[src/rtl/video_rx_pkg.sv]
// Shared types and constants for the video timing receiver.
// Measurement width, FSM encoding and the published measurement record.
package video_rx_pkg;

    localparam int MEAS_W = 12;
    localparam logic [MEAS_W-1:0] MEAS_SAT = '1;

    typedef enum logic [1:0] {
        SEARCH  = 2'd0,
        MEASURE = 2'd1,
        LOCKED  = 2'd2
    } rx_state_e;

    typedef struct packed {
        logic [MEAS_W-1:0] h_total;
        logic [MEAS_W-1:0] v_total;
        logic [MEAS_W-1:0] h_active;
        logic [MEAS_W-1:0] v_active;
    } vid_meas_t;

endpackage

[src/rtl/video_period_meas.sv]
// Saturating period counter: accumulates inc_i, captures the running total
// (including this cycle's increment) on close_i and restarts from zero.
module video_period_meas
    import video_rx_pkg::*;
#(
    parameter int W = MEAS_W
) (
    input  logic         clk_i,
    input  logic         rst_i,
    input  logic         start_i,
    input  logic         inc_i,
    input  logic         close_i,
    output logic [W-1:0] value_o,
    output logic         sat_o
);

    localparam logic [W-1:0] MAX = '1;

    logic [W-1:0] cnt_q, cnt_d;
    logic [W-1:0] value_q, value_d;
    logic [W-1:0] sum;

    assign sum = (inc_i && cnt_q != MAX) ? cnt_q + W'(1) : cnt_q;

    always_comb begin
        cnt_d   = sum;
        value_d = value_q;
        if (close_i) begin
            value_d = sum;
            cnt_d   = '0;
        end
        // start discards the running period without publishing it
        if (start_i) begin
            cnt_d = '0;
        end
    end

    always_ff @(posedge clk_i or posedge rst_i) begin
        if (rst_i) begin
            cnt_q   <= '0;
            value_q <= '0;
        end else begin
            cnt_q   <= cnt_d;
            value_q <= value_d;
        end
    end

    assign value_o = value_q;
    assign sat_o   = (cnt_q == MAX);

endmodule

[src/rtl/video_timing_rx.sv]
// Receive-side timing recovery: coordinates/strobes from hsync/vsync/de,
// per-frame timing measurement and lock detection against the configured mode.
module video_timing_rx
    import video_rx_pkg::*;
#(
    parameter int   CORDW       = MEAS_W,
    parameter int   H_RES       = 1024,
    parameter int   V_RES       = 600,
    parameter logic HS_POL      = 1'b0,
    parameter logic VS_POL      = 1'b0,
    parameter int   LOCK_FRAMES = 2
) (
    input  logic             clk_pix,
    input  logic             rst_pix,
    input  logic             hsync,
    input  logic             vsync,
    input  logic             de,
    output logic             rx_de,
    output logic [CORDW-1:0] rx_sx,
    output logic [CORDW-1:0] rx_sy,
    output logic             rx_line,
    output logic             rx_frame,
    output logic [CORDW-1:0] h_total,
    output logic [CORDW-1:0] v_total,
    output logic [CORDW-1:0] h_active,
    output logic [CORDW-1:0] v_active,
    output logic             locked,
    output logic             err,
    output rx_state_e        fsm_state
);

    // ---------------- input register and edge detection ----------------
    logic hs_q, vs_q, de_q;
    logic hs_a_prev_q, vs_a_prev_q, de_prev_q;
    logic hs_a, vs_a, hs_lead, vs_lead, de_rise;

    always_ff @(posedge clk_pix or posedge rst_pix) begin
        if (rst_pix) begin
            hs_q        <= ~HS_POL;
            vs_q        <= ~VS_POL;
            de_q        <= 1'b0;
            hs_a_prev_q <= 1'b0;
            vs_a_prev_q <= 1'b0;
            de_prev_q   <= 1'b0;
        end else begin
            hs_q        <= hsync;
            vs_q        <= vsync;
            de_q        <= de;
            hs_a_prev_q <= hs_a;
            vs_a_prev_q <= vs_a;
            de_prev_q   <= de_q;
        end
    end

    assign hs_a    = (hs_q == HS_POL);
    assign vs_a    = (vs_q == VS_POL);
    assign hs_lead = hs_a & ~hs_a_prev_q;
    assign vs_lead = vs_a & ~vs_a_prev_q;
    assign de_rise = de_q & ~de_prev_q;

    // ---------------- coordinates and strobes ----------------
    logic             rx_de_q, rx_de_d;
    logic [CORDW-1:0] rx_sx_q, rx_sx_d;
    logic [CORDW-1:0] rx_sy_q, rx_sy_d;
    logic             rx_line_q, rx_line_d;
    logic             rx_frame_q, rx_frame_d;
    logic             first_pend_q, first_pend_d;
    logic             frame_start;

    assign frame_start = first_pend_q | vs_lead;

    always_comb begin
        rx_de_d      = de_q;
        rx_sx_d      = rx_sx_q;
        rx_sy_d      = rx_sy_q;
        rx_line_d    = de_rise;
        rx_frame_d   = de_rise & frame_start;
        first_pend_d = frame_start;
        if (de_rise) begin
            rx_sx_d      = '0;
            rx_sy_d      = frame_start ? '0 : rx_sy_q + CORDW'(1);
            first_pend_d = 1'b0;
        end else if (de_q) begin
            rx_sx_d = rx_sx_q + CORDW'(1);
        end
    end

    always_ff @(posedge clk_pix or posedge rst_pix) begin
        if (rst_pix) begin
            rx_de_q      <= 1'b0;
            rx_sx_q      <= '0;
            rx_sy_q      <= '0;
            rx_line_q    <= 1'b0;
            rx_frame_q   <= 1'b0;
            first_pend_q <= 1'b0;
        end else begin
            rx_de_q      <= rx_de_d;
            rx_sx_q      <= rx_sx_d;
            rx_sy_q      <= rx_sy_d;
            rx_line_q    <= rx_line_d;
            rx_frame_q   <= rx_frame_d;
            first_pend_q <= first_pend_d;
        end
    end

    // ---------------- counters ----------------
    logic             line_de_q, line_de_d;
    logic             timeout;
    logic [CORDW-1:0] h_val, a_val, v_val, va_val;
    logic             h_sat, a_sat, v_sat, va_sat;

    video_period_meas #(.W(CORDW)) u_hcnt (
        .clk_i(clk_pix), .rst_i(rst_pix), .start_i(1'b0),
        .inc_i(1'b1), .close_i(hs_lead), .value_o(h_val), .sat_o(h_sat)
    );
    video_period_meas #(.W(CORDW)) u_hact (
        .clk_i(clk_pix), .rst_i(rst_pix), .start_i(timeout),
        .inc_i(de_q), .close_i(hs_lead), .value_o(a_val), .sat_o(a_sat)
    );
    video_period_meas #(.W(CORDW)) u_vcnt (
        .clk_i(clk_pix), .rst_i(rst_pix), .start_i(timeout),
        .inc_i(hs_lead), .close_i(vs_lead), .value_o(v_val), .sat_o(v_sat)
    );
    video_period_meas #(.W(CORDW)) u_vact (
        .clk_i(clk_pix), .rst_i(rst_pix), .start_i(timeout),
        .inc_i(hs_lead & line_de_q), .close_i(vs_lead), .value_o(va_val), .sat_o(va_sat)
    );

    // hcnt pinned at its ceiling means hsync has gone away
    assign timeout = h_sat;

    // ---------------- line/frame consistency ----------------
    // Captured values appear one cycle after the closing edge, so line and
    // frame evaluation run one cycle late; a line closed together with the
    // frame is evaluated in the same cycle and still counts toward it.
    logic             line_eval_q, line_de_eval_q, frame_eval_q;
    logic [CORDW-1:0] ref_h_q, ref_h_d, ref_a_q, ref_a_d;
    logic             ref_h_pend_q, ref_h_pend_d, ref_a_pend_q, ref_a_pend_d;
    logic             bad_q, bad_d;
    logic             line_bad, frame_bad;

    always_comb begin
        line_bad = 1'b0;
        if (line_eval_q) begin
            if (h_val == MEAS_SAT || (!ref_h_pend_q && h_val != ref_h_q)) begin
                line_bad = 1'b1;
            end
            if (line_de_eval_q &&
                (a_val == MEAS_SAT || (!ref_a_pend_q && a_val != ref_a_q))) begin
                line_bad = 1'b1;
            end
        end
    end

    assign frame_bad = bad_q | line_bad | (v_val == MEAS_SAT) | (va_val == MEAS_SAT);

    always_comb begin
        line_de_d    = line_de_q;
        ref_h_d      = ref_h_q;
        ref_a_d      = ref_a_q;
        ref_h_pend_d = ref_h_pend_q;
        ref_a_pend_d = ref_a_pend_q;
        bad_d        = bad_q | line_bad | a_sat | v_sat | va_sat;
        if (hs_lead) begin
            line_de_d = de_rise;
        end else if (de_rise) begin
            line_de_d = 1'b1;
        end
        if (line_eval_q && ref_h_pend_q) begin
            ref_h_d      = h_val;
            ref_h_pend_d = 1'b0;
        end
        // only lines that carried de set the active-width reference
        if (line_eval_q && line_de_eval_q && ref_a_pend_q) begin
            ref_a_d      = a_val;
            ref_a_pend_d = 1'b0;
        end
        if (frame_eval_q) begin
            ref_h_d      = '0;
            ref_a_d      = '0;
            ref_h_pend_d = 1'b1;
            ref_a_pend_d = 1'b1;
            bad_d        = 1'b0;
        end
    end

    always_ff @(posedge clk_pix or posedge rst_pix) begin
        if (rst_pix) begin
            line_de_q      <= 1'b0;
            line_eval_q    <= 1'b0;
            line_de_eval_q <= 1'b0;
            frame_eval_q   <= 1'b0;
            ref_h_q        <= '0;
            ref_a_q        <= '0;
            ref_h_pend_q   <= 1'b1;
            ref_a_pend_q   <= 1'b1;
            bad_q          <= 1'b0;
        end else begin
            line_de_q      <= line_de_d;
            line_eval_q    <= hs_lead;
            line_de_eval_q <= line_de_q;
            frame_eval_q   <= vs_lead;
            ref_h_q        <= ref_h_d;
            ref_a_q        <= ref_a_d;
            ref_h_pend_q   <= ref_h_pend_d;
            ref_a_pend_q   <= ref_a_pend_d;
            bad_q          <= bad_d;
        end
    end

    // ---------------- lock FSM ----------------
    rx_state_e state_q, state_d;
    logic [3:0] match_q, match_d, match_inc;
    logic       locked_q, locked_d;
    logic       err_q, err_d;
    vid_meas_t  meas_q, meas_d, cur;
    logic       frame_ok;

    assign cur = '{h_total: ref_h_q, v_total: v_val, h_active: ref_a_q, v_active: va_val};
    assign match_inc = match_q + 4'd1;
    // with no running match the previous frame is not compared
    assign frame_ok = !frame_bad
                   && cur.h_active == MEAS_W'(H_RES)
                   && cur.v_active == MEAS_W'(V_RES)
                   && (match_q == 4'd0 || cur == meas_q);

    always_comb begin
        state_d  = state_q;
        match_d  = match_q;
        locked_d = locked_q;
        err_d    = 1'b0;
        meas_d   = meas_q;
        if (timeout) begin
            state_d  = SEARCH;
            match_d  = 4'd0;
            locked_d = 1'b0;
            err_d    = (state_q == LOCKED);
        end else if (frame_eval_q) begin
            case (state_q)
                SEARCH: begin
                    state_d = MEASURE;
                    match_d = 4'd0;
                end
                MEASURE: begin
                    meas_d = cur;
                    if (frame_ok) begin
                        match_d = match_inc;
                        if (match_inc == 4'(LOCK_FRAMES)) begin
                            state_d  = LOCKED;
                            locked_d = 1'b1;
                        end
                    end else begin
                        match_d = 4'd0;
                    end
                end
                LOCKED: begin
                    meas_d = cur;
                    if (!frame_ok) begin
                        state_d  = MEASURE;
                        match_d  = 4'd0;
                        locked_d = 1'b0;
                        err_d    = 1'b1;
                    end
                end
                default: begin
                    state_d  = SEARCH;
                    match_d  = 4'd0;
                    locked_d = 1'b0;
                end
            endcase
        end
    end

    always_ff @(posedge clk_pix or posedge rst_pix) begin
        if (rst_pix) begin
            state_q  <= SEARCH;
            match_q  <= 4'd0;
            locked_q <= 1'b0;
            err_q    <= 1'b0;
            meas_q   <= '0;
        end else begin
            state_q  <= state_d;
            match_q  <= match_d;
            locked_q <= locked_d;
            err_q    <= err_d;
            meas_q   <= meas_d;
        end
    end

    assign rx_de     = rx_de_q;
    assign rx_sx     = rx_sx_q;
    assign rx_sy     = rx_sy_q;
    assign rx_line   = rx_line_q;
    assign rx_frame  = rx_frame_q;
    assign h_total   = meas_q.h_total;
    assign v_total   = meas_q.v_total;
    assign h_active  = meas_q.h_active;
    assign v_active  = meas_q.v_active;
    assign locked    = locked_q;
    assign err       = err_q;
    assign fsm_state = state_q;

endmodule

[config.mk]
export PLATFORM = sky130hd
export DESIGN_NAME = video_timing_rx
export DESIGN_NICKNAME = d
export VERILOG_FILES = /design/src/rtl/video_rx_pkg.sv /design/src/rtl/video_period_meas.sv /design/src/rtl/video_timing_rx.sv
export SDC_FILE = /design/constraint.sdc
export NUM_CORES = 1
export LEC_CHECK = 0
export ABC_AREA = 1
export BUFFER_PORTS_ARGS = -buffer_cell sky130_fd_sc_hd__buf_4
export CORE_ASPECT_RATIO = 0.7
export CORE_MARGIN = 1
export CORE_UTILIZATION = 50
export DETAILED_ROUTE_END_ITERATION = 6
export GPL_TIMING_DRIVEN = 0
export MAX_ROUTING_LAYER = met4
export PLACE_DENSITY = 0.69
export SLEW_MARGIN = 15
export SYNTH_ARGS = -nofsm -noshare
export SYNTH_HDL_FRONTEND = slang
export SYNTH_SLANG_ARGS = --single-unit
[constraint.sdc]
create_clock -name clk_pix -period 6.6 [get_ports clk_pix]
set_clock_uncertainty 0.15 [all_clocks]
set_input_delay 0.66 -clock clk_pix [delete_from_list [all_inputs] [get_ports clk_pix]]
set_output_delay 0.66 -clock clk_pix [all_outputs]
set_load 0.005 [all_outputs]
---- After elaboration in Yosys (flattened, before gate mapping) ----
Index checks and enable logic that the tools add are counted.
W data, S select, Z words.
cells by class
  add/sub/neg operators ................... 7
  equal/unequal tests ..................... 24
  muxes and demuxes ....................... 50
  bitwise logic cells ..................... 18
  reductions and logical operators ........ 30
operators by type and width
  kind                     count
  $mux W12                 18
  $eq A12 B12 Y1 const B   8
  $add A12 B1 Y12 const B  6
  $eq A48 B48 Y1           1
  $ne A12 B12 Y1 const B   4
  $ne A12 B12 Y1           2
  $mux W1                  20
  $mux W4                  4
  $eq A12 B10 Y1 const B   1
  $eq A12 B11 Y1 const B   1
  $logic_and A1 B1 Y1      12
  $mux W2                  5
  $reduce_bool A2 Y1       5
  $ne A3 B3 Y1 const B     3
  $pmux W4 S2              1
  $or A1 B1 Y1             7
  $not A1 Y1               6
  $pmux W2 S3              1
  $and A1 B1 Y1            5
  $reduce_and A5 Y1        1
  $add A4 B1 Y4 const B    1
  $eq A4 B2 Y1 const B     1
  $logic_not A4 Y1         1
  $reduce_and A4 Y1        1
  10 further kinds         14
storage, ports and cells
  register bits after elaboration ......... 216
  input port bits ......................... 5
  output and inout port bits .............. 79
  logic and storage cells ................. 165

---- Longest topological paths before layout ----
Gate-level depths: netlist (run 1).
  word-level depth ........................ 17
  mapped depth ............................ 17
  mapped depth without buffers ............ 17

---- Cells and area by module ----
Synthesis (run 1) repeated with hierarchy kept, for this count alone.
unflattened totals
  cells, all modules ...................... 1443
  area, all modules ....................... 11210.8 um^2
by module, submodules not included
  module             instances  cells an instance  area each (um^2)  seq. area each (um^2)
  video_timing_rx    1          755                6150.9            3007.9
  video_period_meas  4          172                1265.0            600.6

---- Worst setup path after synthesis (run 1) ----
Ideal clock, no wire load.
  path kind ............................... register to register
  from .................................... register u_hact.cnt_q[0]
  to ...................................... register u_hact.value_q[11] (netlist: u_hact.value_o[11])
  arrival time ............................ 1.787 ns
  data required time ...................... 6.322 ns
  path slack .............................. 4.535 ns
  cell stages (with the launch flop) ...... 17
  path buffers ............................ 0
  period minus slack after synthesis ...... 2.065 ns
  path through ............................ dfrtp_1 ha_1 nand3_1 nor2_2 nand3_1 inv_2 nand2_2 nand2_4 inv_4 nand2_4 nor2_2 nand3_4 nor2_2 nand3_2 xor2_1 nand2_1 o21ai_1
on the way
  cells in the longest elaborated chain, start to end .. 3
  elaborated cells on any way between the ends .. 4
  those cells by class .................... add/sub: 1; eq/ne: 1; mux: 1; reduce/logical: 1
RTL lines
  element                                                  RTL line                 RTL
  from (decl)                                              video_period_meas.sv:19  logic [W-1:0] cnt_q, cnt_d;
  from (signal assigned)                                   video_period_meas.sv:43  cnt_q <= cnt_d;
  branches (longest 2 deep; another with $add A12 B1 Y12)  --
  $mux W12 (*)                                             video_period_meas.sv:23  assign sum = (inc_i && cnt_q != MAX) ? cnt_q + W'(1) : cnt_q;
  to (signal assigned)                                     video_period_meas.sv:44  value_q <= value_d;
  to (decl)                                                video_period_meas.sv:20  logic [W-1:0] value_q, value_d;
Every way passes the cells marked *.
A chain may end at the register's enable or synchronous reset.

---- Worst setup path in the final report (run 1) ----
  from .................................... register vs_q
  to ...................................... register u_vcnt.cnt_q[9]
on the way
  cells in the longest elaborated chain, start to end .. 4
RTL lines
  element                    RTL line                 RTL
  from (decl)                video_timing_rx.sv:33    logic hs_q, vs_q, de_q;
  from (signal assigned)     video_timing_rx.sv:40    vs_q <= ~VS_POL;
  from (signal assigned)     video_timing_rx.sv:47    vs_q <= vsync;
  $not A1 Y1                 video_timing_rx.sv:56    assign vs_a = (vs_q == VS_POL);
  $and A1 B1 Y1              video_timing_rx.sv:58    assign vs_lead = vs_a & ~vs_a_prev_q;
  named net u_vact.close_i   video_period_meas.sv:12  input logic close_i,
  $mux W12                   video_period_meas.sv:28  if (close_i) begin
  $mux W12                   video_period_meas.sv:33  if (start_i) begin
  named net u_vcnt.cnt_d[9]  video_period_meas.sv:19
  to (signal assigned)       video_period_meas.sv:43
  to (decl)                  video_period_meas.sv:19
The timed path passes the listed nets, and every way through them passes these cells.

==> flow_metrics.py, run 1 <==
metrics = {
    "detailed_routing": {
        "drt-initial-drc-count": 648,
        "maxUsedRoutingLayer": "met4",
        "drc_errors": 0,
        "wl_met3_um": 1800,
        "postRouteAntennaNets": 0,
        "viasPerCell": 5.24,
        "met1_length_um": 13100,
        "wl_met2_um": 10600,
        "vias": 8594,
        "finalWirelength_um": 25900,
        "dr.pass1.iters": 5,
        "wl_per_cell_um": 15.8,
    },
    "die": {
        "die_h_um": 124,
        "die_w_um": 176,
        "num_rows": 44,
        "ios": 84,
        "core_um2": 20800,
        "initial_core_util_pct": 50.9,
        "dieArea_um2": 21700,
    },
    "pwr": {
        "power_density_nw_per_um2": 293,
        "ir_drop_mv": 0.220,
        "cellLeakagePower_nw": 5.83,
        "power_mw": 3.65,
    },
    "critical_path": {
        "cp-start-kind": "flip-flop",
        "required_ns": 6.83,
        "startpoint": "vs_q",
        "worstSetupPathType": "flip-flop to flip-flop",
        "timing.rr.start": "vs_q",
        "arrival_ns": 2.88,
        "critPathMaxFanout": 10,
        "end_kind": "flip-flop",
    },
    "layout": {
        "drive_above_1_share_pct": 15.8,
        "seqCellArea_um2": 5410,
        "area_growth_pct": 18.1,
        "instances_no_fill": 1640,
        "multi_input_area_um2": 4350,
        "fill_cells": 1782,
        "final_area_um2": 12500,
        "insertedDiodeCount": 0,
        "final_nets": 1365,
        "utilization_pct": 60.2,
    },
    "global_routing": {
        "grt_pass1_wl_um": 42200,
        "grtUsageTotal_pct": 25.5,
        "grt_max_degree": 37,
        "antenna_found_initial": 0,
        "grt_overflow": 0,
        "grt_pass1_vias": 7989,
    },
    "clock_tree": {
        "clk_pin_slew_ns": 0.06,
        "cts_root_buf": "clkbuf_16",
        "cts_buffer_depth": 3,
        "cts_buffers": 23,
        "clk_latency_ns": 0.52,
        "cts_hold_buf": 0,
        "cts.sinks": 216,
        "post-cts-setup-buffers": 0,
        "tritoncts": "done",
        "cts_resized": 0,
        "ctsHtreeMaxLevel": 1,
    },
    "logic_synthesis": {
        "ys_ff_latch": 216,
        "async_flop_share_pct": 100,
        "synth.distinct_cells": 53,
        "synth-edff-count": 0,
        "yosysTopAreaCell": "dfrtp_1",
        "yosysTopAreaCellShare_pct": 50.2,
        "ys_top_cells_by_count": "281 x nand2_1, 212 x dfrtp_1, 157 x inv_1, 106 x o21ai_0, 104 x nor2_1",
        "synth.cell_area_um2": 10600,
        "seq_area_frac_synth_pct": 51.2,
        "avgSynthCellArea_um2": 8.58,
        "syn-instance-count": 1232,
        "synth_most_common_cell": "nand2_1",
        "yosysWarnings": 0,
        "yosys_most_used_dff": "dfrtp_1",
        "synthTopCellsByArea": "dfrtp_1 50%, nand2_1 10%, inv_1 5.6%",
        "syn_nets": 1250,
    },
    "run": {
        "maxCapViolCount": 0,
    },
    "sta": {
        "setup_violations": 0,
        "timing.hold.ws_ns": 0.0281,
        "tightest_slew_ns": 1.01,
        "fin_crit_ns": 2.65,
        "slew_viol_final": 0,
        "hold_viol_final": 0,
        "finalCritPeriodShare_pct": 40.1,
        "max_freq_mhz": 378,
        "worst_slack_ns": 3.95,
        "fin_setup_tns_ns": 0,
        "rsz0062_at_grt": "false",
        "maxSlewHeadroom_pct": 32.3,
    },
    "worst_hold_path": {
        "hold_path_class": "input pin to asynchronous set/reset pin",
    },
    "place": {
        "dp_hpwl_um": 19300,
        "place_ws_ns": 4.02,
        "dp_cells": 1598,
        "gp_congestion": 0.858,
        "io_buffers": 83,
        "place_area_um2": 11700,
    },
    "status": {
        "outcome": "complete, no violations",
    },
}
layer usage:
| layer | GRT usage [%] | up-vias |
|---|---|---|
| li1 | - | 4166 |
| met1 | 39.3 | 4143 |
| met2 | 34.8 | 252 |
| met3 | 4.43 | 33 |
| met4 | 5.16 | 0 |
| met5 | - | - |
path summary, 6_finish.rpt:
check                                   to  slack (ns)  cells after the start
setup reg to reg           u_vcnt.cnt_q[9]        3.95                      5
min in group clk_pix                  de_q        0.10                      1
hold / removal             u_vact.cnt_q[2]        0.03                      2
setup / recovery           u_vcnt.cnt_q[9]        3.95                      5
max in group asynchronous       ref_h_q[3]        5.29                      5
hold reg to reg             line_de_eval_q        0.22                      0
cell usage in the layout (no fill, tap or decap), drive strengths merged, types with 4 or more instances in the layout:
cell	netlist	routed
a21oi	32	32
buf	15	105
bufinv	0	4
clkbuf	13	46
clkinv	2	5
dfrtp	212	212
dfstp	4	4
ha	13	13
inv	179	180
mux2	5	5
nand2	291	291
nand3	47	47
nand4	30	30
nor2	118	118
nor3	29	29
nor4	8	8
o21ai	120	120
o22ai	19	19
xnor2	43	43
xor2	35	35
cell families (layout without fill, tap and decap cells):
| group | count (synthesis) | after routing | share of synthesized area, % |
|---|---|---|---|
| and+or+nand+nor | 532 | 532 | 23.2 |
| DFF | 216 | 216 | 51.2 |
| buffers and inverters | 209 | 341 | 7.66 |
| AOI/OAI and AO/OA | 176 | 176 | 9.08 |
| xor gates and xnor gates | 78 | 78 | 6.53 |
| adders and majority gates | 13 | 13 | 1.54 |
| muxes | 8 | 8 | 0.816 |
area by class of cell:
class / instances / area share (%)
clock inverter: 9 / 1.22
clock buffer: 33 / 5.07
timing repair buffer: 90 / 6.23
inverter: 181 / 5.49
multi-input combinational: 807 / 34.9
tap: 276 / 2.77
sequential: 216 / 43.3
buffer: 28 / 1.02
report_power, final:
group / internal (mW) / switching (mW) / leakage, nW
sequential: 1.45 / 0.135 / 2.93
combinational: 0.278 / 0.431 / 2.52
clock: 0.827 / 0.538 / 0.385
critical path, stage by stage, from the launching register on:
cell and delay (ns):
dfstp_2 0.37, nor2_1 0.77, clkinv_1 0.50, nand2_1 0.33, buf_2 0.31, nor2_1 0.09
(Power assumes the default switching activity.)
==> run 2: changes to the inputs <==
clock period = 2.4 ns   (was 6.6 ns; I/O delays follow)
==> flow_metrics.py, run 2 (synthesized netlist as in run 1, its figures left out) <==
metrics = {
    "detailed_routing": {
        "finalWirelength_um": 26500,
        "vias": 8687,
        "drc_errors": 0,
        "viasPerCell": 5.23,
        "wl_per_cell_um": 16.0,
        "drt-initial-drc-count": 618,
        "dr.pass1.iters": 4,
        "postRouteAntennaNets": 0,
    },
    "sta": {
        "fin_setup_tns_ns": 0,
        "maxSlewHeadroom_pct": 58.2,
        "slew_viol_final": 0,
        "fin_crit_ns": 2.30,
        "max_freq_mhz": 434,
        "finalCritPeriodShare_pct": 95.9,
        "setup_violations": 0,
        "worst_slack_ns": 0.0973,
        "hold_viol_final": 0,
        "tightest_slew_ns": 0.626,
        "rsz0062_at_grt": "true",
    },
    "layout": {
        "insertedDiodeCount": 0,
        "final_common_cell": "nand2_1",
        "mostFrequentLayoutCells": "278 x nand2_1, 206 x dfrtp_1, 153 x inv_1",
        "drive_above_1_share_pct": 18.7,
        "area_growth_pct": 21.2,
        "fill_cells": 1759,
        "final_area_um2": 12800,
        "instances_no_fill": 1661,
        "final_nets": 1386,
    },
    "clock_tree": {
        "cts_buffer_depth": 3,
        "tritoncts": "done",
        "cts_buffers": 23,
        "clk_latency_ns": 0.52,
        "cts.sinks": 216,
        "ctsHtreeMaxLevel": 1,
        "clk_pin_slew_ns": 0.06,
        "cts_root_buf": "clkbuf_16",
    },
    "critical_path": {
        "r2r_slack_ns": 0.1,
        "timing.rr.start": "ref_a_q[4]",
        "cp-start-kind": "flip-flop",
        "required_ns": 2.65,
        "startpoint": "ref_a_q[4]",
        "arrival_ns": 2.55,
        "critPathMaxFanout": 5,
        "end_kind": "flip-flop",
        "worstSetupPathType": "flip-flop to flip-flop",
    },
    "run": {
        "maxCapViolCount": 0,
    },
    "place": {
        "gp_congestion": 0.858,
        "io_buffers": 83,
        "dp_cells": 1598,
        "dp_hpwl_um": 19300,
        "place_area_um2": 11700,
        "place_ws_ns": -0.182,
    },
    "global_routing": {
        "grt_overflow": 0,
        "grt_pass1_wl_um": 42500,
        "antenna_found_initial": 0,
        "grt_max_degree": 37,
        "grt_pass1_vias": 8027,
        "grtUsageTotal_pct": 25.7,
    },
    "die": {
        "core_um2": 20800,
        "num_rows": 44,
        "dieArea_um2": 21700,
        "ios": 84,
        "die_w_um": 176,
        "die_h_um": 124,
        "initial_core_util_pct": 50.9,
    },
    "status": {
        "outcome": "complete, no violations",
    },
    "pwr": {
        "ir_drop_mv": 0.606,
        "power_density_nw_per_um2": 799,
        "cellLeakagePower_nw": 5.98,
    },
    "worst_hold_path": {
        "hold_path_class": "input pin to asynchronous set/reset pin",
    },
}
run 2: final cells by class:
type | count | area, µm² | share of cell area, %
tap | 276 | 345 | 2.69
timing repair buffer | 109 | 935 | 7.29
inverter | 181 | 686 | 5.35
multi-input combinational | 809 | 4510 | 35.2
buffer | 28 | 141 | 1.10
sequential | 216 | 5420 | 42.3
clock buffer | 33 | 633 | 4.94
clock inverter | 9 | 153 | 1.19
run 2: metal layers:
metal | part of all wire, % | GRT usage [%] | vias up
li1 | - | - | 4205
met1 | 51 | 39.5 | 4215
met2 | 42 | 35.2 | 234
met3 | 6.0 | 4.43 | 33
met4 | 1.5 | 5.16 | 0
met5 | 0 | - | -
run 2: repair_timing:
action | in CTS | in global routing
resized for setup | 9 | 34
endpoints found under the setup margin | 56 | 65
pin swaps | 9 | 13
gates cloned | 1 | 1
endpoints found under the hold margin | 123 | 0
buffers inserted | 2 | 13
hold buffers | 4 | 0
run 2: worst paths after layout:
kind / endpoint / cells after the start
hold reg to reg: line_de_eval_q / 0
setup reg to reg: fsm_state[0] / 14
setup / recovery: fsm_state[0] / 14
max in group asynchronous: h_total[9] / 6
min in group clk_pix: line_de_eval_q / 0
hold / removal: u_vact.cnt_q[1] / 3
run 2: power by group:
group / total [mW] / switching (mW) / leakage [nW] / internal (mW)
sequential: 4.35 / 0.371 / 2.92 / 3.98
combinational: 2.13 / 1.27 / 2.68 / 0.856
clock: 3.76 / 1.49 / 0.385 / 2.27
run 2: critical path, cell delays in order, from the launching register on:
cell and delay (ns):
dfrtp_2 0.45, xnor2_2 0.14, nand2_2 0.13, nor2_4 0.14
nand2_1 0.11, nor2_4 0.15, nand3_2 0.10, nand2_1 0.07
nand2_1 0.08, nor2_4 0.18, nand4_4 0.18, nand2_8 0.14
nor2_8 0.05, nand2_1 0.07, o21ai_2 0.05
run 2: per-stage QoR:
stage          hold slack (ns)  utilization (%)  total power [mW]
3_3_place_gp             0.198             55.6              6.24
5_1_grt                  0.175             61.8              10.7
4_1_cts                  0.160             60.7              10.1
6_report                 0.165             61.8              10.2
3_5_place_dp             0.150             56.4              6.33
2_1_floorplan           0.0945                -              5.55
